<file path="src/rtl/stick_overlay_pkg.sv">
// Shared definitions for the analogue-stick overlay: FSM encoding, colour
// keys, coordinate width and packed-vector field extraction.

// Pull the 10-bit field for stick idx out of a packed per-stick vector.
`define SO_FIELD10(vec, idx) vec[(idx)*10 +: 10]

package stick_overlay_pkg;

    localparam int COORD_W = 10;

    localparam logic [11:0] COLOR_TRANSPARENT = 12'h000;
    localparam logic [11:0] COLOR_CUTOUT      = 12'h888;

    typedef enum logic [1:0] {
        ST_RUN      = 2'd0,
        ST_CAL_WAIT = 2'd1,
        ST_CAL_ACC  = 2'd2
    } cal_state_e;

endpackage

</file>
<file path="src/rtl/stick_axis_offset.sv">
// One stick axis: centre register, calibration accumulator, deadzone /
// scale / clamp and the frame-synchronous sprite edge position.
// NEG_ON_HIGH selects the screen direction: 0 for x (right is positive),
// 1 for y (a high reading moves the sprite up, i.e. to a smaller row).

module stick_axis_offset
    import stick_overlay_pkg::*;
#(
    parameter int                 AXIS_W      = 8,
    parameter int                 DEADZONE    = 4,
    parameter int                 MAX_OFF     = 40,
    parameter int                 CAL_LOG2    = 4,
    parameter logic [COORD_W-1:0] HOME        = 10'd0,
    parameter bit                 NEG_ON_HIGH = 1'b0
) (
    input  logic               clk,
    input  logic               reset,
    input  logic               frame_start_i,
    input  cal_state_e         state_i,
    input  logic               cal_last_i,
    input  logic [AXIS_W-1:0]  raw_i,
    output logic [COORD_W-1:0] pos_o
);

    localparam int ACC_W = AXIS_W + CAL_LOG2;
    localparam logic [AXIS_W-1:0] CENTRE_RST = {1'b1, {(AXIS_W-1){1'b0}}};

    logic [AXIS_W-1:0]  centre_q, centre_d;
    logic [ACC_W-1:0]   acc_q, acc_d, acc_sum_s;
    logic [COORD_W-1:0] pos_q, pos_d, pos_calc_s;
    logic               high_side_s;
    logic [AXIS_W-1:0]  dev_s, scaled_s;
    logic [COORD_W-1:0] off_s;

    // Deflection magnitude, deadzone, 3/8 scaling and clamp to a pixel offset
    always_comb begin
        high_side_s = (raw_i >= centre_q);
        if (high_side_s) begin
            dev_s = raw_i - centre_q;
        end else begin
            dev_s = centre_q - raw_i;
        end
        if (int'(dev_s) >= DEADZONE) begin
            scaled_s = (dev_s >> 2) + (dev_s >> 3);
        end else begin
            scaled_s = '0;
        end
        if (int'(scaled_s) > MAX_OFF) begin
            off_s = COORD_W'(MAX_OFF);
        end else begin
            off_s = COORD_W'(scaled_s);
        end
        if (high_side_s ^ NEG_ON_HIGH) begin
            pos_calc_s = HOME + off_s;
        end else begin
            pos_calc_s = HOME - off_s;
        end
        acc_sum_s = acc_q + ACC_W'(raw_i);
    end

    // Next state: everything moves only on frame_start; calibrating frames park the sprite at home
    always_comb begin
        centre_d = centre_q;
        acc_d    = acc_q;
        pos_d    = pos_q;
        if (frame_start_i) begin
            case (state_i)
                ST_RUN: begin
                    pos_d = pos_calc_s;
                end
                ST_CAL_WAIT: begin
                    acc_d = '0;
                    pos_d = HOME;
                end
                ST_CAL_ACC: begin
                    acc_d = acc_sum_s;
                    pos_d = HOME;
                    if (cal_last_i) begin
                        centre_d = acc_sum_s[ACC_W-1:CAL_LOG2];
                    end else begin
                        centre_d = centre_q;
                    end
                end
                default: begin
                    pos_d = HOME;
                end
            endcase
        end else begin
            pos_d = pos_q;
        end
    end

    // Centre, accumulator and position registers
    always_ff @(posedge clk) begin
        if (reset) begin
            centre_q <= CENTRE_RST;
            acc_q    <= '0;
            pos_q    <= HOME;
        end else begin
            centre_q <= centre_d;
            acc_q    <= acc_d;
            pos_q    <= pos_d;
        end
    end

    assign pos_o = pos_q;

endmodule

</file>
<file path="src/rtl/stick_overlay_renderer.sv">
// Renders NUM_STICKS analogue-stick sprites that follow stick deflection.
// A shared calibration FSM drives 2*NUM_STICKS axis blocks; the pixel path
// is a fixed two-stage pipeline (address/hit, then ROM colour priority).

module stick_overlay_renderer
    import stick_overlay_pkg::*;
#(
    parameter int                        NUM_STICKS  = 2,
    parameter int                        AXIS_W      = 8,
    parameter logic [NUM_STICKS*10-1:0]  HOME_X_VEC  = {10'd221, 10'd64},
    parameter logic [NUM_STICKS*10-1:0]  HOME_Y_VEC  = {10'd232, 10'd223},
    parameter logic [NUM_STICKS*10-1:0]  SPR_W_VEC   = {10'd52, 10'd70},
    parameter logic [NUM_STICKS*10-1:0]  SPR_H_VEC   = {10'd52, 10'd70},
    parameter int                        DEADZONE    = 4,
    parameter int                        MAX_OFF     = 40,
    parameter int                        CAL_LOG2    = 4,
    parameter logic [11:0]               TRANSPARENT = COLOR_TRANSPARENT,
    parameter logic [11:0]               CUTOUT      = COLOR_CUTOUT
) (
    input  logic                          clk,
    input  logic                          reset,
    input  logic                          frame_start,
    input  logic [9:0]                    x,
    input  logic [9:0]                    y,
    input  logic [NUM_STICKS*AXIS_W-1:0]  stick_x,
    input  logic [NUM_STICKS*AXIS_W-1:0]  stick_y,
    input  logic                          cal_req,
    output logic [NUM_STICKS*10-1:0]      rom_row,
    output logic [NUM_STICKS*10-1:0]      rom_col,
    input  logic [NUM_STICKS*12-1:0]      rom_data,
    output logic                          cal_busy,
    output logic                          pixel_on,
    output logic                          in_cutout,
    output logic [11:0]                   rgb
);

    cal_state_e           state_q, state_d;
    logic [CAL_LOG2-1:0]  frame_cnt_q, frame_cnt_d;
    logic                 cal_last_s;

    logic [COORD_W-1:0]   left_s [NUM_STICKS];
    logic [COORD_W-1:0]   top_s  [NUM_STICKS];

    logic [NUM_STICKS-1:0] hit_s, hit_q;
    logic                  win_found_s;
    logic [11:0]           win_color_s;
    logic                  pixel_on_d, in_cutout_d;
    logic [11:0]           rgb_d;

    assign cal_last_s = (state_q == ST_CAL_ACC) && frame_start &&
                        (frame_cnt_q == {CAL_LOG2{1'b1}});

    // Calibration FSM state register; reset lands in CAL_WAIT to auto-calibrate
    always_ff @(posedge clk) begin
        if (reset) begin
            state_q     <= ST_CAL_WAIT;
            frame_cnt_q <= '0;
        end else begin
            state_q     <= state_d;
            frame_cnt_q <= frame_cnt_d;
        end
    end

    // Calibration FSM next state; cal_req only matters in RUN
    always_comb begin
        state_d     = state_q;
        frame_cnt_d = frame_cnt_q;
        case (state_q)
            ST_RUN: begin
                if (cal_req) begin
                    state_d = ST_CAL_WAIT;
                end else begin
                    state_d = ST_RUN;
                end
            end
            ST_CAL_WAIT: begin
                if (frame_start) begin
                    state_d     = ST_CAL_ACC;
                    frame_cnt_d = '0;
                end else begin
                    state_d = ST_CAL_WAIT;
                end
            end
            ST_CAL_ACC: begin
                if (cal_last_s) begin
                    state_d     = ST_RUN;
                    frame_cnt_d = '0;
                end else if (frame_start) begin
                    frame_cnt_d = frame_cnt_q + 1'b1;
                end else begin
                    state_d = ST_CAL_ACC;
                end
            end
            default: begin
                state_d     = ST_CAL_WAIT;
                frame_cnt_d = '0;
            end
        endcase
    end

    // Calibration FSM outputs
    always_comb begin
        cal_busy = (state_q != ST_RUN);
    end

    for (genvar g = 0; g < NUM_STICKS; g++) begin : g_stick
        stick_axis_offset #(
            .AXIS_W      (AXIS_W),
            .DEADZONE    (DEADZONE),
            .MAX_OFF     (MAX_OFF),
            .CAL_LOG2    (CAL_LOG2),
            .HOME        (`SO_FIELD10(HOME_X_VEC, g)),
            .NEG_ON_HIGH (1'b0)
        ) u_axis_x (
            .clk           (clk),
            .reset         (reset),
            .frame_start_i (frame_start),
            .state_i       (state_q),
            .cal_last_i    (cal_last_s),
            .raw_i         (stick_x[g*AXIS_W +: AXIS_W]),
            .pos_o         (left_s[g])
        );

        stick_axis_offset #(
            .AXIS_W      (AXIS_W),
            .DEADZONE    (DEADZONE),
            .MAX_OFF     (MAX_OFF),
            .CAL_LOG2    (CAL_LOG2),
            .HOME        (`SO_FIELD10(HOME_Y_VEC, g)),
            .NEG_ON_HIGH (1'b1)
        ) u_axis_y (
            .clk           (clk),
            .reset         (reset),
            .frame_start_i (frame_start),
            .state_i       (state_q),
            .cal_last_i    (cal_last_s),
            .raw_i         (stick_y[g*AXIS_W +: AXIS_W]),
            .pos_o         (top_s[g])
        );
    end

    // Stage 0: sprite hit test and ROM addressing, widened to 11 bits so the far edge cannot wrap
    always_comb begin
        hit_s   = '0;
        rom_col = '0;
        rom_row = '0;
        for (int i = 0; i < NUM_STICKS; i++) begin
            hit_s[i] = ({1'b0, x} >= {1'b0, left_s[i]}) &&
                       ({1'b0, x} <  ({1'b0, left_s[i]} + {1'b0, `SO_FIELD10(SPR_W_VEC, i)})) &&
                       ({1'b0, y} >= {1'b0, top_s[i]}) &&
                       ({1'b0, y} <  ({1'b0, top_s[i]} + {1'b0, `SO_FIELD10(SPR_H_VEC, i)}));
            rom_col[i*COORD_W +: COORD_W] = x - left_s[i];
            rom_row[i*COORD_W +: COORD_W] = y - top_s[i];
        end
    end

    // Stage 0 register: hits line up with the ROM data returned one clock later
    always_ff @(posedge clk) begin
        if (reset) begin
            hit_q <= '0;
        end else begin
            hit_q <= hit_s;
        end
    end

    // Stage 1: lowest-index opaque hit wins; a CUTOUT winner hides everything beneath it
    always_comb begin
        win_found_s = 1'b0;
        win_color_s = 12'h000;
        for (int i = NUM_STICKS - 1; i >= 0; i--) begin
            if (hit_q[i] && (rom_data[i*12 +: 12] != TRANSPARENT)) begin
                win_found_s = 1'b1;
                win_color_s = rom_data[i*12 +: 12];
            end else begin
                win_found_s = win_found_s;
            end
        end
        in_cutout_d = win_found_s && (win_color_s == CUTOUT);
        pixel_on_d  = win_found_s && (win_color_s != CUTOUT);
        if (pixel_on_d) begin
            rgb_d = win_color_s;
        end else begin
            rgb_d = 12'h000;
        end
    end

    // Registered pixel outputs, two clocks after x/y
    always_ff @(posedge clk) begin
        if (reset) begin
            pixel_on  <= 1'b0;
            in_cutout <= 1'b0;
            rgb       <= 12'h000;
        end else begin
            pixel_on  <= pixel_on_d;
            in_cutout <= in_cutout_d;
            rgb       <= rgb_d;
        end
    end

endmodule
</file>
<file path="config.mk">
export PLATFORM = sky130hd
export DESIGN_NAME = stick_overlay_renderer
export DESIGN_NICKNAME = d
export VERILOG_FILES = /design/src/rtl/stick_overlay_pkg.sv /design/src/rtl/stick_axis_offset.sv /design/src/rtl/stick_overlay_renderer.sv
export SDC_FILE = /design/constraint.sdc
export NUM_CORES = 1
export LEC_CHECK = 0
export BUFFER_PORTS_ARGS = -buffer_cell sky130_fd_sc_hd__buf_2
export CORE_MARGIN = 8
export CORE_UTILIZATION = 50
export DETAILED_ROUTE_END_ITERATION = 12
export PLACE_DENSITY = 0.78
export SKIP_LAST_GASP = 1
export SYNTH_ARGS = -nofsm -noshare
export SYNTH_HDL_FRONTEND = slang
export SYNTH_HIERARCHICAL = 1
export SYNTH_SLANG_ARGS = --single-unit
</file>
<file path="constraint.sdc">
create_clock -name clk -period 8 [get_ports clk]
set_input_delay 1.6 -clock clk [delete_from_list [all_inputs] [get_ports clk]]
set_output_delay 1.6 -clock clk [all_outputs]
set_load 0.005 [all_outputs]
</file>
**Word-level counts from Yosys, hierarchy flattened**

Index checks and enable logic that the tools add are counted.

- Output and inout port bits: 55
- Logic and storage cells: 139
- Bits in registers: 142

- Mux-type cells: 37
- Equality and inequality tests: 8
- Add/sub/neg operators: 33
- Bitwise logic cells: 2
- Order comparisons: 20
- Reductions and logical operators: 21

Operators with widths:

| kind | count |
|---|---|
| case mux 12 bit (2 select lines) | 4 |
| 2-to-1 mux 10 bit | 8 |
| 2-to-1 mux 8 bit | 8 |
| subtractor 8 bit | 8 |
| adder 12 x 8 -> 12 bit | 4 |
| < comparator 10 x 11 -> 1 bit | 4 |
| greater-or-equal comparator 10 bit | 4 |
| subtractor 10 bit | 4 |
| greater-or-equal comparator 8 x 3 -> 1 bit, second input constant | 4 |
| greater-or-equal comparator 8 bit | 4 |
| greater-than comparator 8 x 6 -> 1 bit, second input constant | 4 |
| adder 6 x 5 -> 7 bit | 4 |
| 2-to-1 mux 7 bit | 4 |
| 2-to-1 mux 12 bit | 2 |
| nonzero test 12 bit | 2 |
| adder 10 x 6 -> 11 bit, second input constant | 2 |
| adder 10 x 7 -> 11 bit, second input constant | 2 |
| adder 8 x 8 -> 9 bit, first input constant | 2 |
| subtractor 8 x 8 -> 9 bit, first input constant | 2 |
| == test 12 bit, second input constant | 1 |
| logical AND 1 bit | 12 |
| 2-to-1 mux 4 bit | 3 |
| inequality test 12 bit, second input constant | 1 |
| case mux 4 bit (3 select lines) | 1 |
| 19 further kinds | 27 |

**Logic depth before layout (Yosys ltp)**

- Depth after elaboration: 9
- Depth in mapped cells: 27

**Modules after synthesis**

Netlist, hierarchy kept.

Modules (own cells, without submodules):

| module | sequential area each (um2) | area an instance (um2) | cells each | instances |
|---|---|---|---|---|
| stick_overlay_renderer | 440.4 | 3981.3 | 526 | 1 |
| stick_axis_offset at g_stick[1].u_axis_x | 580.6 | 2842.7 | 368 | 1 |
| stick_axis_offset at g_stick[1].u_axis_y | 580.6 | 2708.8 | 345 | 1 |
| stick_axis_offset at g_stick[0].u_axis_x | 580.6 | 2651.3 | 332 | 1 |
| stick_axis_offset at g_stick[0].u_axis_y | 580.6 | 2617.5 | 331 | 1 |

**Least setup slack after synthesis**

OpenSTA, ideal clock, no wires.

- Path kind: in2reg
- From: input port stick_x[10]
- To: register g_stick[1].u_axis_x.pos_q[4]
- Data arrival time: 6.116 ns
- Buffers on the path: 2
- Library setup time: 0.070 ns
- Stages on the path: 26
- Data required time: 7.930 ns
- Slack: 1.815 ns
- Cell sequence: inv_1 ha_1 buf_6 a211oi_2 o21ai_1 a31oi_4 buf_2 mux2i_1 o21ai_0 a221o_1 xor2_1 ha_1 a21oi_1 nand2_1 a21o_1 nor3_1 o21ai_2 a31oi_4 and2_1 ha_1 nor2_1 a21oi_1 a21oi_1 o31ai_1 nand2_1 a21oi_1

- Longest elaborated chain between the ends: 9
- Elaborated cells between the ends (all ways): 13
- Those cells by class: 5 x add/sub; 3 x order compare; 5 x mux

Ends and longest elaborated chain:

| what | line | text |
|---|---|---|
| start: declaration | stick_overlay_renderer.sv:25 | `input logic [NUM_STICKS*AXIS_W-1:0] stick_x,` |
| subtractor 8 bit, or another cell as far along | stick_axis_offset.sv:41 | `dev_s = centre_q - raw_i;` |
| 2-to-1 mux 8 bit | stick_axis_offset.sv:38 | `if (high_side_s) begin` |
| greater-or-equal comparator 8 x 3 -> 1 bit / adder 6 x 5 -> 7 bit (equally long branches) | stick_axis_offset.sv:43, stick_axis_offset.sv:44 |  |
| 2-to-1 mux 7 bit | stick_axis_offset.sv:43 | `if (int'(dev_s) >= DEADZONE) begin` |
| greater-than comparator 8 x 6 -> 1 bit | stick_axis_offset.sv:48 | `if (int'(scaled_s) > MAX_OFF) begin` |
| 2-to-1 mux 8 bit | stick_axis_offset.sv:48 |  |
| subtractor 8 x 10 -> 10 bit / adder 8 x 10 -> 10 bit (equally long branches) | stick_axis_offset.sv:56, stick_axis_offset.sv:54 |  |
| 2-to-1 mux 10 bit (*) | stick_axis_offset.sv:53 | `if (high_side_s ^ NEG_ON_HIGH) begin` |
| 2-to-1 mux 10 bit (*) | stick_axis_offset.sv:67 | `case (state_i)` |
| end signal: assignment | stick_axis_offset.sv:102 | `pos_q <= pos_d;` |
| end: declaration | stick_axis_offset.sv:30 | `logic [COORD_W-1:0] pos_q, pos_d, pos_calc_s;` |

Every way passes the cells marked *; elsewhere a longest branch is shown, timed or not.
A chain may end at the register's enable or synchronous reset.

**Final worst setup path**

- From: input port stick_x[6]
- To: register g_stick[0].u_axis_x.pos_q[4]

- Longest elaborated chain between the ends: 9
- Elaborated cells between the ends (all ways): 13
- Those cells by class: 5 x add/sub; 3 x order compare; 5 x mux

Ends and longest elaborated chain:

| what | line |
|---|---|
| subtractor 8 bit, or another cell as far along | stick_axis_offset.sv:41 |
| 2-to-1 mux 8 bit | stick_axis_offset.sv:38 |
| greater-or-equal comparator 8 x 3 -> 1 bit / adder 6 x 5 -> 7 bit (equally long branches) | stick_axis_offset.sv:43, stick_axis_offset.sv:44 |
| 2-to-1 mux 7 bit | stick_axis_offset.sv:43 |
| greater-than comparator 8 x 6 -> 1 bit | stick_axis_offset.sv:48 |
| 2-to-1 mux 8 bit | stick_axis_offset.sv:48 |
| subtractor 7 x 10 -> 10 bit / adder 7 x 10 -> 10 bit (equally long branches) | stick_axis_offset.sv:56, stick_axis_offset.sv:54 |
| 2-to-1 mux 10 bit (*) | stick_axis_offset.sv:53 |
| 2-to-1 mux 10 bit (*) | stick_axis_offset.sv:67 |
| end signal: assignment | stick_axis_offset.sv:102 |
| end: declaration | stick_axis_offset.sv:30 |

Marked as above.

==> results.cfg <==
[placement]
dp.cells = 2376
hpwl_um = 28700
gp_congestion = 0.905
portBuffers = 134

[synth]
synth_top_area_share_pct = 20.2
synthTopCellsByCount = 239 x ha_1, 188 x inv_1, 171 x nand2_1
synth_compound_area_share_pct = 23.3
synthArstFlopShare_pct = 0
synth_mux_area_share_pct = 1.48
yosysMostFrequentCell = ha_1
synth_xor_area_share_pct = 8.44
syn_area_sq_um = 14800
synth_seq_cells = 138
yosys.area_share.simple_pct = 19.4
syn_nets = 2233
synth-main-ff-cell = dfxtp_1
syn_avg_cell_area_sq_um = 7.78
synth_cell_type_count = 100
synth_top_area_cell = ha_1
synthTopCellsByArea = ha_1 20%, dfxtp_1 19%, xnor2_1 5.6%
ys_seq_area_share_pct = 18.7
syn_inst = 1902
synth_fa_ha_area_share_pct = 21.8
synth_top_family_by_area = compound AO/OA/AOI/OAI gates
yosys_warnings = 6
synth_edf_count = 0

[detailed_routing]
drc = 0
viasPerCell = 5.71
vias = 13745
wirelength_um = 36300
dr.pass1.iters = 5
drtIter0Drc = 751
ant_nets = 0
avgRoutedWirePerCell_um = 15.1

[timing]
rsz0062_at_grt = no
final_hold_viol_count = 0
slew_viol_final = 0
worst_pin_slew_ns = 0.985
skew_ns = 0.00983
tns_ns = 0
period_share_pct = 83.3
slew_headroom_pct = 34.1
fmax_ghz = 0.150
min_period_ns = 6.66
whs_ns = 0.460
finalSetupViolCount = 0

[final_layout]
final_cells = 2408
drive_gt1_share_pct = 11.3
fin_nets = 2336
num_antenna_cells = 0
syn_to_final_growth_pct = 10.2

[pwr]
seqPwrFrac_pct = 25.7
switching_share_pct = 39.7
power_mw = 2.81
leakage_nw = 7.30
combPwrFrac_pct = 45.2
vdd_drop_max_v = 0.000127
power.switching_mw = 1.12
clkPwrFrac_pct = 29.1
power.internal_mw = 1.70
power_density_nw_per_um2 = 172

[clock_network]
clockRootBuffer = clkbuf_16
insertion_delay_ns = 0.42
cts_buffers = 17
cts_tree = yes
holdBufCountCts = 0
cts_max_path_buffers = 2
cts_resized = 0
cts.sinks = 138
cts.htree.levels = 4
path_clk_slew_ns = 0.07
cts_setup_buffers = 0

[die]
die_w_um = 188
die_h_um = 188
initial_core_util_pct = 50.3
coreArea_sq_um = 29400
die-area_sq_um = 35400
io_pins = 135
rows = 63

[worst_setup_path]
crit_start = stick_x[6]
crit_path_max_incr_delay_ns = 0.74
crit_slowest_cell = o311ai_4
crit_fanout = 17
ff2ff_setup_slack_ns = 2.34
cp.arrival_ns = 7.02
path_class = input pin to register
cp_num_cells = 24
reg2reg_depth = 22
cp-end-kind = register
critical_path_buf_inv_count = 3
r2r-start = g_stick[0].u_axis_x/centre_q[6]$_SDFFE_PP0P_
r2r-end = g_stick[0].u_axis_x/pos_o[4]$_SDFFE_PP0P_
path_cells = buf_2, inv_1, ha_1, nand4_1, o311ai_4, mux2_2, a21oi_1, o21ai_1, a221o_1, xor2_1, ha_1, a21oi_1, inv_1, a21oi_1, o211ai_1, mux2i_4, nor2_1, nor2_2, nand2_1, ha_1, o21a_1, o31a_1, o31a_1, nand2_1
endpoint = g_stick[0].u_axis_x/pos_o[4]$_SDFFE_PP0P_
cp_top_family = compound AO/OA/AOI/OAI gates
start_kind = input pin
crit_required_ns = 8.36

[worst_hold_path]
hp-class = register to register

[global_routing]
grt_start_max_net_pins = 62
antenna_found_initial = 0
grt_pass1_wl_um = 60800
grt_pass1_vias = 13199
grt.overflow.total = 0
grt_usage_pct = 19.8

[run_status]
status = completed

[job]
maxCapViolCount = 0
layout by cell type, fill, tap and decap left out, types with 9 or more instances in the layout:
master,netlist,layout
ha_1,239,239
dfxtp_1,138,138
buf_2,4,133
and2_1,10,10
a31oi_1,19,19
nor3_1,43,43
a21o_1,31,31
a211oi_1,26,26
nor2b_1,28,28
a22oi_1,29,29
nand4_1,28,28
o211ai_1,12,12
o21ai_1,9,9
fa_1,12,12
nand3_1,59,59
xor2_1,45,45
nand2b_1,10,10
xnor2_1,94,94
and3_1,17,17
inv_1,188,188
nand2_1,171,171
mux2i_1,11,11
o21ai_0,63,63
nor2_1,165,165
o21bai_1,23,23
o21a_1,18,18
clkbuf_16,0,17
a21oi_1,164,164
worst min-delay path, stage by stage (launching register included):
cell and delay [ns]:
dfxtp_1 0.32, nand2_1 0.05, a21oi_1 0.05
worst min-delay path by stage:
stage	from	to	slack [ns]	cells after the start
2_1_floorplan	g_stick[0].u_axis_x/acc_q[0]$_SDFFE_PP0P_	g_stick[0].u_axis_x/acc_q[0]$_SDFFE_PP0P_	0.44	2
3_3_place_gp	g_stick[1].u_axis_x/acc_q[0]$_SDFFE_PP0P_	g_stick[1].u_axis_x/acc_q[0]$_SDFFE_PP0P_	0.44	2
3_5_place_dp	g_stick[1].u_axis_x/acc_q[7]$_SDFFE_PP0P_	g_stick[1].u_axis_x/acc_q[7]$_SDFFE_PP0P_	0.45	2
4_1_cts	g_stick[1].u_axis_x/acc_q[7]$_SDFFE_PP0P_	g_stick[1].u_axis_x/acc_q[7]$_SDFFE_PP0P_	0.46	2
5_1_grt	g_stick[0].u_axis_x/acc_q[0]$_SDFFE_PP0P_	g_stick[0].u_axis_x/acc_q[0]$_SDFFE_PP0P_	0.47	2
6_report	g_stick[1].u_axis_x/acc_q[7]$_SDFFE_PP0P_	g_stick[1].u_axis_x/acc_q[7]$_SDFFE_PP0P_	0.46	2
power groups by stage:
| stage | clock network (mW) | registers (mW) | logic, mW |
|---|---|---|---|
| 2_1_floorplan | 0 | 0.730 | 0.961 |
| 3_3_place_gp | 0 | 0.738 | 1.20 |
| 3_5_place_dp | 0 | 0.738 | 1.24 |
| 4_1_cts | 0.834 | 0.723 | 1.26 |
| 5_1_grt | 0.868 | 0.725 | 1.41 |
| 6_report | 0.818 | 0.723 | 1.27 |
layout make-up:
cell class | instances | area (sq um)
fill | 2691 | 13100
multi-input combinational | 1518 | 11000
sequential | 138 | 2760
timing repair buffer | 140 | 718
inverter | 190 | 713
tap | 390 | 488
clock buffer | 19 | 443
clock inverter | 13 | 158
kinds of logic (layout without fill, tap and decap cells):
kind of cell             Yosys count  count (layout)
AND/OR/NAND/NOR                  598             598
AO/OA/AOI/OAI                    506             506
adder cells (fa/ha/maj)          251             251
buffers and inverters            246             362
XOR/XNOR                         141             141
flip-flops                       138             138
multiplexers                      19              19
other                              3               3
state kept, by name, summed over array words and instances, names as in the netlist:
name and cells:
hit_q 2, in_cutout 1, g_stick.u_axis_y/centre_q 16, state_q 2, g_stick.u_axis_x/pos_o 18, frame_cnt_q 4
g_stick.u_axis_y/acc_q 24, pixel_on 1, g_stick.u_axis_y/pos_o 18, rgb 12, g_stick.u_axis_x/acc_q 24, g_stick.u_axis_x/centre_q 16
metal layers:
layer | track usage, % | vias to the layer above | wire length, um
met5 | 0 | - | 0
met4 | 7.09 | 0 | 873
met1 | 24.1 | 6414 | 16300
li1 | - | 6916 | -
met2 | 34.5 | 347 | 17300
met3 | 3.58 | 68 | 1880
stage by stage:
stage / util (%) / setup WS [ns] / instance area, sq um
6_report: 55.5 / 1.34 / 16300
5_1_grt: 55.5 / 0.985 / 16300
4_1_cts: 55.5 / 1.42 / 16300
3_5_place_dp: 53.4 / 0.999 / 15700
3_3_place_gp: 53.4 / 1.19 / 15700
2_1_floorplan: - / 1.81 / 14800
Note: power is estimated with default switching activity, not from simulation.
